File: config.mk
export PLATFORM = sky130hd
export DESIGN_NAME = lc3_fetch_flat
export DESIGN_NICKNAME = d
export VERILOG_FILES = /design/src/rtl/lc3_pkg.sv /design/src/rtl/lc3_fetch_if.sv /design/src/rtl/lc3_pc_next.sv /design/src/rtl/lc3_fetch.sv /design/src/flat_wrapper.sv
export SDC_FILE = /design/constraint.sdc
export NUM_CORES = 1
export LEC_CHECK = 0
export BUFFER_PORTS_ARGS = -buffer_cell sky130_fd_sc_hd__buf_2
export CAP_MARGIN = 0
export CORE_MARGIN = 1
export CORE_UTILIZATION = 51
export CTS_BUF_LIST = sky130_fd_sc_hd__clkbuf_16
export CTS_CLUSTER_DIAMETER = 200
export DETAILED_ROUTE_END_ITERATION = 6
export MAX_ROUTING_LAYER = met4
export PLACE_DENSITY = 0.81
export SLEW_MARGIN = 30
export SYNTH_ARGS = -nofsm -noshare
export SYNTH_HDL_FRONTEND = slang
export SYNTH_SLANG_ARGS = --single-unit
File: constraint.sdc
create_clock -name clk -period 3.5 [get_ports clk]
set_input_delay 0.525 -clock clk [delete_from_list [all_inputs] [get_ports clk]]
set_output_delay 0.525 -clock clk [all_outputs]
set_load 0.05 [all_outputs]
File: src/rtl/lc3_pkg.sv
// Shared LC-3 definitions: word width, control-flow opcodes, sign extension.
package lc3_pkg;

  localparam int WORD_W = 16;

  localparam logic [3:0] OP_BR  = 4'b0000;
  localparam logic [3:0] OP_JSR = 4'b0100;
  localparam logic [3:0] OP_JMP = 4'b1100;

  function automatic logic [WORD_W-1:0] sext9to16(input logic [8:0] v);
    return {{(WORD_W-9){v[8]}}, v};
  endfunction

endpackage

File: src/rtl/lc3_fetch_if.sv
// Fetch-stage bus: decode/execute feedback in, instruction-memory address out.
interface lc3_fetch_if;
  import lc3_pkg::*;

  logic              fetch_start;
  logic [3:0]        opCode_in;
  logic [8:0]        offset_in;
  logic [WORD_W-1:0] reg_in;
  logic [2:0]        br_nzp;
  logic [2:0]        result_nzp;
  logic [WORD_W-1:0] addr_out;
  logic              wea_out;
  logic [WORD_W-1:0] pc;

  // Driven by the decode/execute side.
  modport master (
    output fetch_start, opCode_in, offset_in, reg_in, br_nzp, result_nzp,
    input  addr_out, wea_out, pc
  );

  // The fetch stage itself.
  modport slave (
    input  fetch_start, opCode_in, offset_in, reg_in, br_nzp, result_nzp,
    output addr_out, wea_out, pc
  );
endinterface

File: src/rtl/lc3_pc_next.sv
// Combinational next-PC calculator: sequential, conditional branch, or
// register-indirect jump (JMP/RET and JSRR share the register target).
module lc3_pc_next
  import lc3_pkg::*;
(
  input  logic [WORD_W-1:0] pc,
  input  logic [3:0]        opcode,
  input  logic [8:0]        offset,
  input  logic [WORD_W-1:0] reg_in,
  input  logic [2:0]        br_nzp,
  input  logic [2:0]        result_nzp,
  output logic [WORD_W-1:0] next_pc
);

  logic [WORD_W-1:0] pc_inc;
  logic              br_taken;

  assign pc_inc   = pc + 16'd1;
  assign br_taken = |(br_nzp & result_nzp);

  // Select the target; all sums wrap modulo 2^16.
  always_comb begin
    next_pc = pc_inc;
    case (opcode)
      OP_BR:   next_pc = br_taken ? (pc_inc + sext9to16(offset)) : pc_inc;
      OP_JMP:  next_pc = reg_in;
      OP_JSR:  next_pc = reg_in;
      default: next_pc = pc_inc;
    endcase
  end

endmodule

File: src/rtl/lc3_fetch.sv
// LC-3 instruction fetch: PC register, advanced once per edge while
// fetch_start is high. Memory is read-only from this stage.
module lc3_fetch
  import lc3_pkg::*;
(
  input  logic          clk,
  input  logic          rst_n,
  lc3_fetch_if.slave    bus
);

  logic [WORD_W-1:0] pc_q;
  logic [WORD_W-1:0] pc_d;
  logic [WORD_W-1:0] next_pc;

  lc3_pc_next u_pc_next (
    .pc         (pc_q),
    .opcode     (bus.opCode_in),
    .offset     (bus.offset_in),
    .reg_in     (bus.reg_in),
    .br_nzp     (bus.br_nzp),
    .result_nzp (bus.result_nzp),
    .next_pc    (next_pc)
  );

  // Hold the PC unless an advance is requested.
  always_comb begin
    pc_d = pc_q;
    if (bus.fetch_start) pc_d = next_pc;
  end

  // PC register; reset takes effect immediately.
  always_ff @(posedge clk or negedge rst_n) begin
    if (!rst_n) pc_q <= '0;
    else        pc_q <= pc_d;
  end

  assign bus.pc       = pc_q;
  assign bus.addr_out = pc_q;
  assign bus.wea_out  = 1'b0;

endmodule

File: src/flat_wrapper.sv
// flat-port wrapper written by rule: the top's interface ports become plain ports
module lc3_fetch_flat import lc3_pkg::*;
  (clk, rst_n, bus_fetch_start, bus_opCode_in, bus_offset_in, bus_reg_in, bus_br_nzp, bus_result_nzp, bus_addr_out, bus_wea_out, bus_pc);
  lc3_fetch_if bus_i ();
  input  logic clk;
  input  logic rst_n;
  input wire logic [$bits(bus_i.fetch_start)-1:0] bus_fetch_start;
  input wire logic [$bits(bus_i.opCode_in)-1:0] bus_opCode_in;
  input wire logic [$bits(bus_i.offset_in)-1:0] bus_offset_in;
  input wire logic [$bits(bus_i.reg_in)-1:0] bus_reg_in;
  input wire logic [$bits(bus_i.br_nzp)-1:0] bus_br_nzp;
  input wire logic [$bits(bus_i.result_nzp)-1:0] bus_result_nzp;
  output wire logic [$bits(bus_i.addr_out)-1:0] bus_addr_out;
  output wire logic [$bits(bus_i.wea_out)-1:0] bus_wea_out;
  output wire logic [$bits(bus_i.pc)-1:0] bus_pc;
  assign bus_i.fetch_start = bus_fetch_start;
  assign bus_i.opCode_in = bus_opCode_in;
  assign bus_i.offset_in = bus_offset_in;
  assign bus_i.reg_in = bus_reg_in;
  assign bus_i.br_nzp = bus_br_nzp;
  assign bus_i.result_nzp = bus_result_nzp;
  assign bus_addr_out = bus_i.addr_out;
  assign bus_wea_out = bus_i.wea_out;
  assign bus_pc = bus_i.pc;
  lc3_fetch u_core (.clk(clk), .rst_n(rst_n), .bus(bus_i));
endmodule
---- Word level (Yosys, flattened, before mapping) ----
Index checks and enable logic that the tools add are counted.
cells by class
  reductions and logical operators ........ 3
  $mul .................................... 0
  eq/ne operators ......................... 2
  multiplexer cells ....................... 2
  divide/modulo/power cells ............... 0
  shifts and indexed selects .............. 0
  bitwise gates (word level) .............. 1
  $lt $le $gt $ge ......................... 0
  add/subtract/negate cells ............... 2
operator list
  kind                     count
  $pmux W16 S2             1
  $add A16 B1 Y16 const B  1
  $add A16 B16 Y16         1
  $mux W16                 1
  $eq A4 B3 Y1 const B     1
  $eq A4 B4 Y1 const B     1
  $logic_not A4 Y1         1
  $and A3 B3 Y3            1
  $reduce_or A3 Y1         1
  $reduce_or A2 Y1         1
word-level totals
  memories ................................ 0
  register bits ........................... 16
  bits in read-only memories .............. 0
  output and inout bits ................... 33
  bits in latches ......................... 0
  RAM bits ................................ 0

---- Longest topological paths before layout ----
Gate-level depths: netlist of run 1.
  depth in word-level cells ............... 4
  depth in mapped cells ................... 12
  depth with buffers taken out ............ 12

---- By module ----
From an unflattened synthesis of run 1, not the netlist that was laid out.
unflattened totals
  cell total of the unflattened synthesis .. 259
  area, all modules ....................... 2270.9 um2
by module, submodules not included
  module       area an instance (um2)  instances  cells an instance  seq. area each (um2)
  lc3_pc_next  1490.2                  1          207                0.0
  lc3_fetch    780.7                   1          52                 400.4

---- Worst setup path before layout of run 1 ----
Ideal clock, no wire load.
  path kind ............................... register to register
  start point ............................. register u_core.pc_q[0] (netlist: u_core.bus.addr_out[0])
  end point ............................... register u_core.pc_q[13] (netlist: u_core.bus.addr_out[13])
  stages on the path, launching flop included .. 13
  arrival ................................. 2.935 ns
  slack ................................... 0.433 ns
  period minus slack after synthesis ...... 3.067 ns
  required time ........................... 3.368 ns
  library setup time ...................... 0.132 ns
  path buffers ............................ 0
  cells stage by stage .................... dfrtp_1 -> ha_1 -> and3_4 -> nand2_1 -> xnor2_1 -> ha_1 -> a21oi_1 -> inv_1 -> a211oi_1 -> o21ai_0 -> a21boi_0 -> xor2_1 -> o21ai_0
between the ends
  cells in the longest elaborated chain, start to end .. 4
RTL lines
  element                 line               source
  from (decl)             lc3_fetch.sv:11    logic [WORD_W-1:0] pc_q;
  from (signal assigned)  lc3_fetch.sv:34    else pc_q <= pc_d;
  $add A16 B1 Y16 *       lc3_pc_next.sv:18  assign pc_inc = pc + 16'd1;
  $add A16 B16 Y16        lc3_pc_next.sv:25  OP_BR: next_pc = br_taken ? (pc_inc + sext9to16(offset)) : pc_inc;
  $mux W16                lc3_pc_next.sv:25
  $pmux W16 S2 *          lc3_pc_next.sv:24  case (opcode)
Every way passes the cells marked *; elsewhere a longest branch is shown, timed or not.
A chain may end at the register's enable or synchronous reset.

---- Worst setup path after layout of run 1 ----
Same ends and word-level chain as after synthesis.

==> impl_metrics.sql, run 1 <==
INSERT INTO impl_metrics (metric_group, metric, value, unit) VALUES
('timing', 'total_negative_setup_slack', '0', 'ns'),
('setup_path', 'crit_fanout', '9', ''),
('global_routing', 'grt_pass1_vias', '2152', ''),
('clocking', 'clockBufferDepth', '2', ''),
('global_routing', 'antenna_found_initial', '0', ''),
('floorplanning', 'boundary_pins', '71', ''),
('floorplanning', 'fp.dieH', '66.1', 'um'),
('yosys', 'post-synth-top-area-cell', 'sky130_fd_sc_hd__dfrtp_1', ''),
('timing', 'slew-limit-headroom', '49.2', '%'),
('yosys', 'synth.avg_cell_area', '8.01', 'um2'),
('power_and_ir_drop', 'vdd_drop_max', '0.387', 'mV'),
('setup_path', 'crit_arrival', '3.23', 'ns'),
('yosys', 'syn-cell-area', '2100', 'um2'),
('timing', 'fmax', '321', 'MHz'),
('timing', 'rsz0062_at_grt', 'false', ''),
('yosys', 'synth_edf_count', '0', ''),
('setup_path', 'required', '3.62', 'ns'),
('timing', 'maxSlewViolCount', '0', ''),
('setup_path', 'crit_path_class', 'reg2reg', ''),
('floorplanning', 'dieArea', '4370', 'um2'),
('yosys', 'postSynthCellCount', '262', ''),
('yosys', 'synth_most_common_cell', 'sky130_fd_sc_hd__nand2_1', ''),
('place', 'dp_hpwl', '4260', 'um'),
('setup_path', 'origin_of_the_worst_setup_path', 'u_core.bus.addr_out[0]$_DFFE_PN0P_', ''),
('clocking', 'clock_latency', '0.25', 'ns'),
('yosys', 'asyncSetResetFlopFracSynth', '100', '%'),
('timing', 'finClkSkew', '0.00109', 'ns'),
('layout', 'largest_register_ffs', '16', ''),
('clocking', 'clock_edge_transition_at_the_registers_on_the_reported_setup_and_hold_paths', '0.05', 'ns'),
('setup_path', 'timing.rr.start', 'u_core.bus.addr_out[0]$_DFFE_PN0P_', ''),
('layout', 'num_antenna_cells', '0', ''),
('floorplanning', 'dieWidth', '66.1', 'um'),
('power_and_ir_drop', 'totalPowerFinal', '2.30', 'mW'),
('job', 'timing.max_cap.violations', '0', ''),
('layout', 'fin_nets', '372', ''),
('yosys', 'mappedNetlistNets', '322', ''),
('run_status', 'outcome', 'complete, no violations', ''),
('worst_hold_path', 'holdCritPathClass', 'in2async', ''),
('yosys', 'synth.yosys.seq_area_share', '19.1', '%'),
('layout', 'drive_above_1_share', '27.0', '%'),
('layout', 'register_area', '400', 'um2'),
('yosys', 'yosys_register_bits', '16', ''),
('detailed_routing', 'vias_per_cell', '5.93', ''),
('detailed_routing', 'vias', '2130', ''),
('timing', 'timing.final.crit_share', '88.9', '%'),
('setup_path', 'worst_setup_path_end_kind', 'flop', ''),
('layout', 'area.growth.synth_to_final', '15.0', '%'),
('yosys', 'synth_warn', '0', ''),
('timing', 'final-hold-violation-count', '0', ''),
('clocking', 'tritoncts_clock_tree', 'built', ''),
('layout', 'fin_area', '2410', 'um2'),
('setup_path', 'timing.critical_path.to', 'u_core.bus.addr_out[13]$_DFFE_PN0P_', ''),
('setup_path', 'timing.critical_path.from_type', 'flop', ''),
('clocking', 'cts-hold-fix-buffers', '0', ''),
('timing', 'min_period', '3.11', 'ns'),
('setup_path', 'worst_flop_to_flop_path_endpoint', 'u_core.bus.addr_out[13]$_DFFE_PN0P_', ''),
('floorplanning', 'start_util', '55.2', '%'),
('timing', 'timing.final.setup_violations', '0', ''),
('yosys', 'post-synth-top-area-fraction', '19.1', '%'),
('global_routing', 'grt_use_total', '30.1', '%'),
('place', 'placement.io_buffers', '69', ''),
('detailed_routing', 'wl', '5700', 'um'),
('floorplanning', 'fp.coreArea', '3800', 'um2'),
('global_routing', 'global_route_wire_length_before_repair', '9830', 'um'),
('detailed_routing', 'detail-route-antenna-nets', '0', ''),
('clocking', 'clock_tree.htree_level_count', '1', ''),
('clocking', 'cts-buffers-inserted', '3', ''),
('power_and_ir_drop', 'power-per-cell-area', '954', 'nW/um2'),
('layout', 'multi_input_gate_area', '1500', 'um2'),
('yosys', 'synth_top_flop_cell', 'sky130_fd_sc_hd__dfrtp_1', ''),
('clocking', 'cts.repair.resized', '0', '');
[kinds of logic (layout without fill, tap and decap cells)]
group                    count (synthesis)  after routing  share of synthesized area (%)
flip-flops                              16             16                           19.1
buffers and inverters                   33             82                           9.66
adder cells (fa/ha/maj)                 22             22                           13.5
AO/OA/AOI/OAI                           84             84                           26.7
other                                    1              1                          0.179
AND/OR/NAND/NOR                         78             78                           18.9
XOR/XNOR                                28             28                           12.0
[power by group]
part | switching (mW) | internal, mW
registers | 0.131 | 0.252
clock network | 0.0825 | 0.152
logic | 1.11 | 0.571
[metrics by stage]
step	instances	hold slack, ns	worst slack [ns]
floorplan	262	0.229	0.433
global placement	355	0.472	0.513
detailed placement	355	0.482	0.459
CTS	359	0.216	0.418
global route	359	0.221	0.0686
finish	359	0.195	0.388
[per-layer routing]
| metal | global-route usage, % | vias up | wire (um) |
|---|---|---|---|
| met5 | - | - | 0 |
| met4 | 7.71 | 0 | 44 |
| met3 | 4.83 | 7 | 411 |
| met2 | 50.6 | 84 | 2710 |
| met1 | 37.4 | 997 | 2540 |
| li1 | - | 1042 | - |
[critical path, cell delays in order, from the launching register on]
cell	delay (ns)
sky130_fd_sc_hd__dfrtp_1	0.50
sky130_fd_sc_hd__ha_1	0.28
sky130_fd_sc_hd__and3_4	0.25
sky130_fd_sc_hd__nand2_1	0.07
sky130_fd_sc_hd__xnor2_1	0.26
sky130_fd_sc_hd__ha_1	0.35
sky130_fd_sc_hd__a21oi_1	0.19
sky130_fd_sc_hd__inv_1	0.06
sky130_fd_sc_hd__a211oi_1	0.28
sky130_fd_sc_hd__o21ai_0	0.18
sky130_fd_sc_hd__a21boi_0	0.24
sky130_fd_sc_hd__xor2_1	0.17
sky130_fd_sc_hd__o21ai_0	0.12
[placed cells by master (no fill, tap or decap), types with 6 or more instances in the layout]
cell type	instances
sky130_fd_sc_hd__a21oi_1	25
sky130_fd_sc_hd__ha_1	21
sky130_fd_sc_hd__xnor2_1	16
sky130_fd_sc_hd__nor2_1	18
sky130_fd_sc_hd__o21ai_0	18
sky130_fd_sc_hd__inv_1	9
sky130_fd_sc_hd__dfrtp_1	16
sky130_fd_sc_hd__xor2_1	11
sky130_fd_sc_hd__nand3_1	8
sky130_fd_sc_hd__a222oi_1	6
sky130_fd_sc_hd__nand2_1	30
sky130_fd_sc_hd__buf_2	69
sky130_fd_sc_hd__a21o_1	6
[how the worst min path moves through the flow]
| stage | end | depth (start not counted) | slack (ns) |
|---|---|---|---|
| 6_report | u_core.bus.addr_out[4]$_DFFE_PN0P_ | 1 | 0.19 |
| 5_1_grt | u_core.bus.addr_out[9]$_DFFE_PN0P_ | 1 | 0.22 |
| 4_1_cts | u_core.bus.addr_out[9]$_DFFE_PN0P_ | 1 | 0.22 |
| 3_5_place_dp | u_core.bus.addr_out[4]$_DFFE_PN0P_ | 1 | 0.48 |
| 3_3_place_gp | u_core.bus.addr_out[4]$_DFFE_PN0P_ | 1 | 0.47 |
| 2_1_floorplan | u_core.bus.addr_out[0]$_DFFE_PN0P_ | 0 | 0.23 |
[cell type report]
| cell class | count | share of cell area, % |
|---|---|---|
| clock buffers | 3 | 3.11 |
| clock inverters | 1 | 0.156 |
| inverters | 9 | 1.40 |
| multi-input cells | 213 | 61.9 |
| flip-flops and latches | 16 | 16.6 |
| well taps | 48 | 2.49 |
| repair buffers | 69 | 14.3 |
Power figures use the tool's default switching activity.
==> run 2, diff against run 1 <==
--- a/config.mk
+++ b/config.mk
@@ -5,15 +5,16 @@
 export SDC_FILE = /design/constraint.sdc
 export NUM_CORES = 1
 export LEC_CHECK = 0
+export ABC_AREA = 1
 export BUFFER_PORTS_ARGS = -buffer_cell sky130_fd_sc_hd__buf_2
 export CAP_MARGIN = 0
 export CORE_MARGIN = 1
-export CORE_UTILIZATION = 51
+export CORE_UTILIZATION = 52
 export CTS_BUF_LIST = sky130_fd_sc_hd__clkbuf_16
 export CTS_CLUSTER_DIAMETER = 200
 export DETAILED_ROUTE_END_ITERATION = 6
 export MAX_ROUTING_LAYER = met4
-export PLACE_DENSITY = 0.81
+export PLACE_DENSITY = 0.8
 export SLEW_MARGIN = 30
 export SYNTH_ARGS = -nofsm -noshare
 export SYNTH_HDL_FRONTEND = slang
==> run 2 against run 1 <==
  * First-iteration DRC count up 97%
  * Clock power about the same
  * Non-clock buffer count up 2
  * Highest routed layer unchanged
==> impl_metrics.sql, run 2 <==
INSERT INTO impl_metrics (metric_group, metric, value, unit) VALUES
('run_status', 'outcome', 'complete, no violations', ''),
('timing', 'finClkSkew', '0.000734', 'ns'),
('yosys', 'post-synth-top-area-fraction', '15.8', '%'),
('yosys', 'postSynthCellCount', '405', ''),
('clocking', 'clock_tree.htree_level_count', '1', ''),
('timing', 'worst_slack_setup_final', '0.651', 'ns'),
('setup_path', 'reg2regPathDepth', '17', ''),
('timing', 'rsz0062_at_grt', 'false', ''),
('setup_path', 'cp_slowest_stage_delay', '0.42', 'ns'),
('global_routing', 'grt_use_total', '28.1', '%'),
('setup_path', 'worst_setup_path_end_kind', 'flop', ''),
('global_routing', 'antenna_found_initial', '0', ''),
('detailed_routing', 'routedWlPerCell', '13.4', 'um'),
('clocking', 'tritoncts_clock_tree', 'built', ''),
('timing', 'maxSlewViolCount', '0', ''),
('global_routing', 'overflow', '0', ''),
('layout', 'final_common_cell', 'sky130_fd_sc_hd__nand2_1', ''),
('clocking', 'cts.repair.resized', '0', ''),
('power_and_ir_drop', 'power-per-cell-area', '741', 'nW/um2'),
('setup_path', 'timing.critical_path.from_type', 'flop', ''),
('timing', 'slew-limit-headroom', '64.6', '%'),
('detailed_routing', 'firstDrtPassIters', '5', ''),
('floorplanning', 'dieWidth', '71.8', 'um'),
('detailed_routing', 'vias_per_cell', '5.45', ''),
('timing', 'min_period', '2.85', 'ns'),
('setup_path', 'crit_slowest_cell', 'sky130_fd_sc_hd__dfrtp_1', ''),
('yosys', 'synth.avg_cell_area', '6.25', 'um2'),
('layout', 'area.growth.synth_to_final', '12.4', '%'),
('layout', 'largest_register_ffs', '16', ''),
('detailed_routing', 'detailedRoute.firstIterationViolations', '262', ''),
('clocking', 'root_buffer', 'sky130_fd_sc_hd__clkbuf_16', ''),
('layout', 'num_antenna_cells', '0', ''),
('yosys', 'synth_edf_count', '0', ''),
('layout', 'stdcell_count', '509', ''),
('floorplanning', 'fp.dieH', '71.8', 'um'),
('clocking', 'clockBufferDepth', '2', ''),
('yosys', 'synth.yosys.seq_area_share', '15.8', '%'),
('power_and_ir_drop', 'vdd_drop_max', '0.286', 'mV'),
('yosys', 'asyncSetResetFlopFracSynth', '100', '%'),
('timing', 'timing_worst_slew_pin_value', '0.530', 'ns'),
('clocking', 'cts-hold-fix-buffers', '0', ''),
('layout', 'fin_nets', '516', ''),
('global_routing', 'global_route_wire_length_before_repair', '11200', 'um'),
('global_routing', 'grt_max_degree', '29', ''),
('job', 'timing.max_cap.violations', '0', ''),
('clocking', 'postCtsSetupRepairBufs', '0', ''),
('floorplanning', 'fp.coreArea', '4690', 'um2'),
('floorplanning', 'start_util', '53.9', '%'),
('clocking', 'clock_latency', '0.25', 'ns'),
('yosys', 'post-synth-top-area-cell', 'sky130_fd_sc_hd__dfrtp_1', ''),
('place', 'preCtsSetupSlack', '0.678', 'ns'),
('setup_path', 'crit_arrival', '2.99', 'ns'),
('timing', 'total_negative_setup_slack', '0', 'ns'),
('detailed_routing', 'wl', '6840', 'um'),
('timing', 'timing.final.setup_violations', '0', ''),
('setup_path', 'required', '3.64', 'ns'),
('yosys', 'synth.top_cells.by_area', 'sky130_fd_sc_hd__dfrtp_1 (16%), sky130_fd_sc_hd__nand2_1 (15%), sky130_fd_sc_hd__ha_1 (10%), sky130_fd_sc_hd__inv_1 (8.9%), sky130_fd_sc_hd__nand3_1 (7.7%)', ''),
('place', 'dp_hpwl', '5430', 'um'),
('place', 'gp_routability_congestion', '0.942', ''),
('detailed_routing', 'detail-route-antenna-nets', '0', ''),
('floorplanning', 'boundary_pins', '71', ''),
('global_routing', 'grt_pass1_vias', '2461', ''),
('yosys', 'mappedNetlistNets', '465', ''),
('yosys', 'synth_top_flop_cell', 'sky130_fd_sc_hd__dfrtp_1', ''),
('place', 'post-place-cells', '505', ''),
('timing', 'fmax', '351', 'MHz'),
('worst_hold_path', 'holdCritPathClass', 'in2async', ''),
('yosys', 'synth_most_common_cell', 'sky130_fd_sc_hd__nand2_1', ''),
('yosys', 'synth_common_cells', 'sky130_fd_sc_hd__nand2_1 (100), sky130_fd_sc_hd__inv_1 (60), sky130_fd_sc_hd__nand3_1 (39), sky130_fd_sc_hd__nor2_1 (37), sky130_fd_sc_hd__a21oi_1 (27)', ''),
('floorplanning', 'number_of_placement_rows', '25', ''),
('layout', 'drive_above_1_share', '21.3', '%'),
('yosys', 'yosys_register_bits', '16', ''),
('yosys', 'yosysUniqueCellTypes', '41', ''),
('setup_path', 'crit_path_class', 'reg2reg', ''),
('layout', 'layout_common_cells', 'sky130_fd_sc_hd__nand2_1 (100), sky130_fd_sc_hd__buf_2 (69), sky130_fd_sc_hd__inv_1 (60), sky130_fd_sc_hd__nand3_1 (39), sky130_fd_sc_hd__nor2_1 (37)', ''),
('floorplanning', 'dieArea', '5150', 'um2'),
('timing', 'final-hold-violation-count', '0', ''),
('detailed_routing', 'vias', '2773', ''),
('clocking', 'tritoncts_sink_count', '16', ''),
('timing', 'timing.final.crit_share', '81.4', '%'),
('setup_path', 'crit_chain', 'ha_1, nand2_2, nor2_4, nand4_1, nor2_1, nand2_1, nand2_1, inv_2, ha_1, inv_1, nor3_1, a21boi_0, nor2_1, nand2_1, nand3_1, a21oi_1, nor2_1', ''),
('detailed_routing', 'route.detailed.drc', '0', ''),
('place', 'placement.io_buffers', '69', ''),
('clocking', 'cts-buffers-inserted', '3', ''),
('yosys', 'syn-cell-area', '2530', 'um2'),
('layout', 'final_core_util', '60.6', '%'),
('yosys', 'synth_warn', '0', ''),
('power_and_ir_drop', 'static-leakage-power', '1.59', 'nW'),
('setup_path', 'crit_fanout', '6', ''),
('clocking', 'clock_edge_transition_at_the_registers_on_the_reported_setup_and_hold_paths', '0.05', 'ns');
==> run 2: changes by cell type after synthesis, sizes merged, moves of 10 or more <==
cell,previous run,this run
nand2,30,104
inv,9,62
nor2,18,44
o21ai,19,9
xnor2,17,1
nand3,8,40
==> run 2: worst max-delay path: cells and delay by family (launching register included) <==
kind / cells / cell delay (ns)
buf+inv: 2 / 0.14
flops: 1 / 0.42
simple gates: 11 / 1.18
fa+ha+maj: 2 / 0.56
compound gates: 2 / 0.43
==> run 2: cell type report <==
type	instances	area, um2
tap	54	67.6
fill	445	1850
sequential	16	400
multi-input combinational	302	1700
inverter	62	233
timing repair buffer	71	360
clock inverter	1	3.75
clock buffer	3	75.1
==> run 2: stage by stage <==
step / hold slack (ns) / total power, mW / cell area [um2]
2_1_floorplan: 0.229 / 1.59 / 2530
5_1_grt: 0.222 / 2.29 / 2840
6_report: 0.193 / 2.11 / 2840
3_5_place_dp: 0.468 / 1.86 / 2770
4_1_cts: 0.204 / 2.10 / 2840
3_3_place_gp: 0.461 / 1.84 / 2770
==> run 2: power by group <==
part	leakage, nW	internal, mW	total, mW	switching, mW
Combinational	1.38	0.451	1.54	1.09
Clock	0.0385	0.152	0.232	0.0804
Sequential	0.175	0.237	0.336	0.0984
==> run 2: cell families (layout without fill, tap and decap cells) <==
group / after synthesis / after routing / synth area share, %
AND/OR/NAND/NOR: 207 / 207 / 36.4
buffers and inverters: 87 / 137 / 16.8
AO/OA/AOI/OAI: 62 / 62 / 15.3
adder cells (fa/ha/maj): 22 / 22 / 11.2
flip-flops: 16 / 16 / 15.8
XOR/XNOR: 10 / 10 / 4.35
other: 1 / 1 / 0.148
==> run 2: final timing paths <==
path | startpoint | to | slack, ns
setup / recovery | u_core.bus.addr_out[0]$_DFFE_PN0P_ | u_core.bus.addr_out[10]$_DFFE_PN0P_ | 0.65
max in group asynchronous | rst_n | u_core.bus.addr_out[13]$_DFFE_PN0P_ | 3.03
min in group clk | bus_reg_in[3] | u_core.bus.addr_out[3]$_DFFE_PN0P_ | 0.58
hold / removal | rst_n | u_core.bus.addr_out[4]$_DFFE_PN0P_ | 0.19
setup reg to reg | u_core.bus.addr_out[0]$_DFFE_PN0P_ | u_core.bus.addr_out[10]$_DFFE_PN0P_ | 0.65
hold reg to reg | u_core.bus.addr_out[3]$_DFFE_PN0P_ | u_core.bus.addr_out[3]$_DFFE_PN0P_ | 0.64
==> run 2: routing by layer <==
layer  up-vias  global-route usage (%)  share of wire (%)  routed length [um]
li1       1398                       -                  -                   -
met1      1238                    37.6                 44                3040
met2       121                    45.2                 46                3160
met3        16                    3.38                7.2                 493
met4         0                    6.75                2.2                 149
met5         -                       -                  0                   0
==> run 3, diff against run 2 <==
--- a/config.mk
+++ b/config.mk
@@ -9,12 +9,12 @@
 export BUFFER_PORTS_ARGS = -buffer_cell sky130_fd_sc_hd__buf_2
 export CAP_MARGIN = 0
 export CORE_MARGIN = 1
-export CORE_UTILIZATION = 52
+export CORE_UTILIZATION = 49
 export CTS_BUF_LIST = sky130_fd_sc_hd__clkbuf_16
 export CTS_CLUSTER_DIAMETER = 200
 export DETAILED_ROUTE_END_ITERATION = 6
 export MAX_ROUTING_LAYER = met4
-export PLACE_DENSITY = 0.8
+export PLACE_DENSITY = 0.79
 export SLEW_MARGIN = 30
 export SYNTH_ARGS = -nofsm -noshare
 export SYNTH_HDL_FRONTEND = slang
==> constraint.sdc (replaced) <==
create_clock -name clk -period 2.6 [get_ports clk]
set_input_delay 0.39 -clock clk [delete_from_list [all_inputs] [get_ports clk]]
set_output_delay 0.39 -clock clk [all_outputs]
set_load 0.05 [all_outputs]
==> run 3 against run 2 <==
  * The run now ends with setup timing left
  * Register-to-register slack worse by 0.71 ns
  * Critical path depth is 1 higher
  * Maximum frequency is 7.0% higher
  * Final area is 16% higher
  * Sequential share of layout area is 1.6 points lower
  * Global-route usage is 0.72 points higher
  * Final cell count is 6.9% higher
  * Critical path type unchanged
==> impl_metrics.sql, run 3 (synthesis results as in run 2) <==
INSERT INTO impl_metrics (metric_group, metric, value, unit) VALUES
('clocking', 'cts-buffers-inserted', '3', ''),
('setup_path', 'cpMostUsedCell', 'sky130_fd_sc_hd__nor2_1', ''),
('global_routing', 'global_route_wire_length_before_repair', '11500', 'um'),
('layout', 'largest_register_ffs', '16', ''),
('timing', 'min_period', '2.66', 'ns'),
('setup_path', 'critical-path-top-delay-family', 'simple AND/OR/NAND/NOR gates', ''),
('run_status', 'outcome', 'finished with violations', ''),
('setup_path', 'crit_chain', 'ha_4, nand2_2, nor2_4, nand4_1, nor2_1, nand3b_1, nand2_2, inv_2, ha_4, nand2_4, nor2_2, inv_1, nor2_1, nor2_1, nand3_1, nand2_1, o21ai_1, a21oi_1', ''),
('layout', 'fill_cells', '421', ''),
('timing', 'final-hold-violation-count', '0', ''),
('clocking', 'cts-hold-fix-buffers', '0', ''),
('setup_path', 'cp_slowest_stage_delay', '0.40', 'ns'),
('global_routing', 'antenna_found_initial', '0', ''),
('timing', 'timing.final.setup_violations', '3', ''),
('detailed_routing', 'vias_per_cell', '5.43', ''),
('floorplanning', 'dieArea', '5450', 'um2'),
('job', 'timing.max_cap.violations', '0', ''),
('layout', 'stdcell_count', '544', ''),
('timing', 'worst_slack_setup_final', '-0.0631', 'ns'),
('timing', 'maxSlewViolCount', '0', ''),
('detailed_routing', 'route.detailed.drc', '0', ''),
('timing', 'hold_ws', '0.0602', 'ns'),
('power_and_ir_drop', 'static-leakage-power', '1.72', 'nW'),
('timing', 'finClkSkew', '0.00109', 'ns'),
('power_and_ir_drop', 'share_seq_of_total_power', '13.7', '%'),
('clocking', 'clock_tree.htree_level_count', '1', ''),
('clocking', 'tritoncts_sink_count', '16', ''),
('detailed_routing', 'detailedRoute.firstIterationViolations', '340', ''),
('global_routing', 'global_route.usage.met2', '45.7', '%'),
('power_and_ir_drop', 'power.clock.fraction', '9.3', '%'),
('power_and_ir_drop', 'vdd_drop_max', '0.797', 'mV'),
('floorplanning', 'start_util', '52.2', '%'),
('setup_path', 'crit_path_class', 'reg2reg', ''),
('timing', 'fmax', '375', 'MHz'),
('global_routing', 'global_route.usage.met1', '36.6', '%'),
('timing', 'rsz0062_at_grt', 'true', ''),
('layout', 'drive_above_1_share', '37.9', '%'),
('global_routing', 'grt_max_degree', '18', ''),
('run_status', 'violated_checks', 'setup timing', ''),
('setup_path', 'crit_arrival', '2.80', 'ns'),
('setup_path', 'cp.buffers_inverters', '2', ''),
('floorplanning', 'boundary_pins', '71', ''),
('floorplanning', 'fp.coreArea', '4850', 'um2'),
('detailed_routing', 'detail-route-antenna-nets', '0', ''),
('detailed_routing', 'firstDrtPassIters', '5', ''),
('global_routing', 'use_met3', '3.84', '%'),
('setup_path', 'timing.critical_path.from_type', 'flop', ''),
('global_routing', 'grt_pass1_vias', '2532', ''),
('power_and_ir_drop', 'power-per-cell-area', '1010', 'nW/um2'),
('layout', 'area.growth.synth_to_final', '30.6', '%'),
('setup_path', 'crit_slowest_cell', 'sky130_fd_sc_hd__dfrtp_2', ''),
('place', 'placement.io_buffers', '69', ''),
('setup_path', 'crit_fanout', '4', ''),
('layout', 'final_common_cell', 'sky130_fd_sc_hd__nand2_1', ''),
('place', 'post-place-cells', '533', ''),
('place', 'preCtsSetupSlack', '-0.0238', 'ns'),
('layout', 'layout_common_cells', 'sky130_fd_sc_hd__nand2_1 (89), sky130_fd_sc_hd__buf_2 (69), sky130_fd_sc_hd__inv_1 (55), sky130_fd_sc_hd__nand3_1 (34), sky130_fd_sc_hd__nor2_1 (32)', ''),
('detailed_routing', 'vias', '2956', ''),
('setup_path', 'required', '2.73', 'ns'),
('setup_path', 'worst_setup_path_end_kind', 'flop', ''),
('global_routing', 'grt_use_total', '28.8', '%'),
('floorplanning', 'dieWidth', '73.9', 'um'),
('timing', 'timing.final.crit_share', '102', '%'),
('clocking', 'root_buffer', 'sky130_fd_sc_hd__clkbuf_16', ''),
('layout', 'fin_nets', '538', ''),
('floorplanning', 'fp.dieH', '73.9', 'um'),
('place', 'dp_hpwl', '5750', 'um'),
('clocking', 'tritoncts_clock_tree', 'built', ''),
('clocking', 'clock_latency', '0.25', 'ns'),
('place', 'gp_routability_congestion', '0.990', ''),
('power_and_ir_drop', 'power_frac_comb', '77.0', '%'),
('layout', 'final_core_util', '68.1', '%'),
('clocking', 'clockBufferDepth', '2', ''),
('clocking', 'clock_edge_transition_at_the_registers_on_the_reported_setup_and_hold_paths', '0.05', 'ns'),
('global_routing', 'grt-busiest-layer', 'met2', ''),
('power_and_ir_drop', 'internal_power', '1.41', 'mW'),
('detailed_routing', 'routedWlPerCell', '14.5', 'um'),
('timing', 'total_negative_setup_slack', '-0.0771', 'ns'),
('detailed_routing', 'wl', '7910', 'um'),
('global_routing', 'overflow', '0', ''),
('layout', 'num_antenna_cells', '0', ''),
('power_and_ir_drop', 'p_sw', '1.94', 'mW'),
('power_and_ir_drop', 'switching_share', '58.0', '%'),
('floorplanning', 'number_of_placement_rows', '25', ''),
('worst_hold_path', 'holdCritPathClass', 'in2async', '');
==> run 3: changes by cell type in the layout (fill, tap and decap cells not counted), sizes merged <==
cell	change
buf	+22
clkinv	-1
inv	+1
==> run 3: worst paths after layout <==
kind                                                     from                                  end  slack, ns  cells past startpoint
max                        u_core.bus.addr_out[0]$_DFFE_PN0P_  u_core.bus.addr_out[13]$_DFFE_PN0P_      -0.06                     18
min                                                     rst_n  u_core.bus.addr_out[13]$_DFFE_PN0P_       0.06                      1
max reg2reg                u_core.bus.addr_out[0]$_DFFE_PN0P_  u_core.bus.addr_out[13]$_DFFE_PN0P_      -0.06                     18
min reg2reg                u_core.bus.addr_out[3]$_DFFE_PN0P_   u_core.bus.addr_out[3]$_DFFE_PN0P_       0.62                      2
max in group asynchronous                               rst_n   u_core.bus.addr_out[3]$_DFFE_PN0P_       2.22                      1
min in group clk                                bus_reg_in[3]   u_core.bus.addr_out[3]$_DFFE_PN0P_       0.43                      3
==> run 3: worst register-to-register path: stages (launching register included) <==
cell and delay, ns:
sky130_fd_sc_hd__dfrtp_2 0.40, sky130_fd_sc_hd__ha_4 0.15, sky130_fd_sc_hd__nand2_2 0.06, sky130_fd_sc_hd__nor2_4 0.16
sky130_fd_sc_hd__nand4_1 0.17, sky130_fd_sc_hd__nor2_1 0.19, sky130_fd_sc_hd__nand3b_1 0.11, sky130_fd_sc_hd__nand2_2 0.09
sky130_fd_sc_hd__inv_2 0.08, sky130_fd_sc_hd__ha_4 0.30, sky130_fd_sc_hd__nand2_4 0.06, sky130_fd_sc_hd__nor2_2 0.13
sky130_fd_sc_hd__inv_1 0.06, sky130_fd_sc_hd__nor2_1 0.15, sky130_fd_sc_hd__nor2_1 0.09, sky130_fd_sc_hd__nand3_1 0.08
sky130_fd_sc_hd__nand2_1 0.05, sky130_fd_sc_hd__o21ai_1 0.15, sky130_fd_sc_hd__a21oi_1 0.08
==> run 3: timing repair <==
action / in CTS / in global routing
pin swaps: 2 / 19
endpoints found under the hold margin: 0 / 0
endpoints found under the setup margin: 5 / 10
resized for setup: 1 / 54
buffers inserted: 2 / 5
==> run 3: final cells by class <==
| class | count | area, um2 | share of cell area, % |
|---|---|---|---|
| Tap cell | 67 | 83.8 | 2.54 |
| Clock inverter | 1 | 3.75 | 0.114 |
| Multi-Input combinational cell | 302 | 1970 | 59.6 |
| Clock buffer | 3 | 75.1 | 2.27 |
| Inverter | 62 | 233 | 7.05 |
| Timing Repair Buffer | 93 | 526 | 15.9 |
| Sequential cell | 16 | 413 | 12.5 |
==> run 3: power groups by stage <==
stage | sequential, mW | combinational (mW) | clock [mW]
detailed placement | 0.449 | 2.25 | 0
floorplan | 0.693 | 1.50 | 0
global route | 0.475 | 2.79 | 0.322
finish | 0.459 | 2.58 | 0.311
global placement | 0.445 | 2.22 | 0
CTS | 0.446 | 2.27 | 0.310
==> run 3: stage by stage <==
step	power (mW)	area, um2
2_1_floorplan	2.19	2580
3_3_place_gp	2.66	2950
3_5_place_dp	2.69	2950
4_1_cts	3.03	3050
5_1_grt	3.58	3300
6_report	3.35	3300
==> run 3: layer usage <==
metal	part of all wire [%]	up-vias
met3	6.3	30
met5	0	-
met2	48	140
met4	3.7	0
li1	-	1436
met1	42	1350
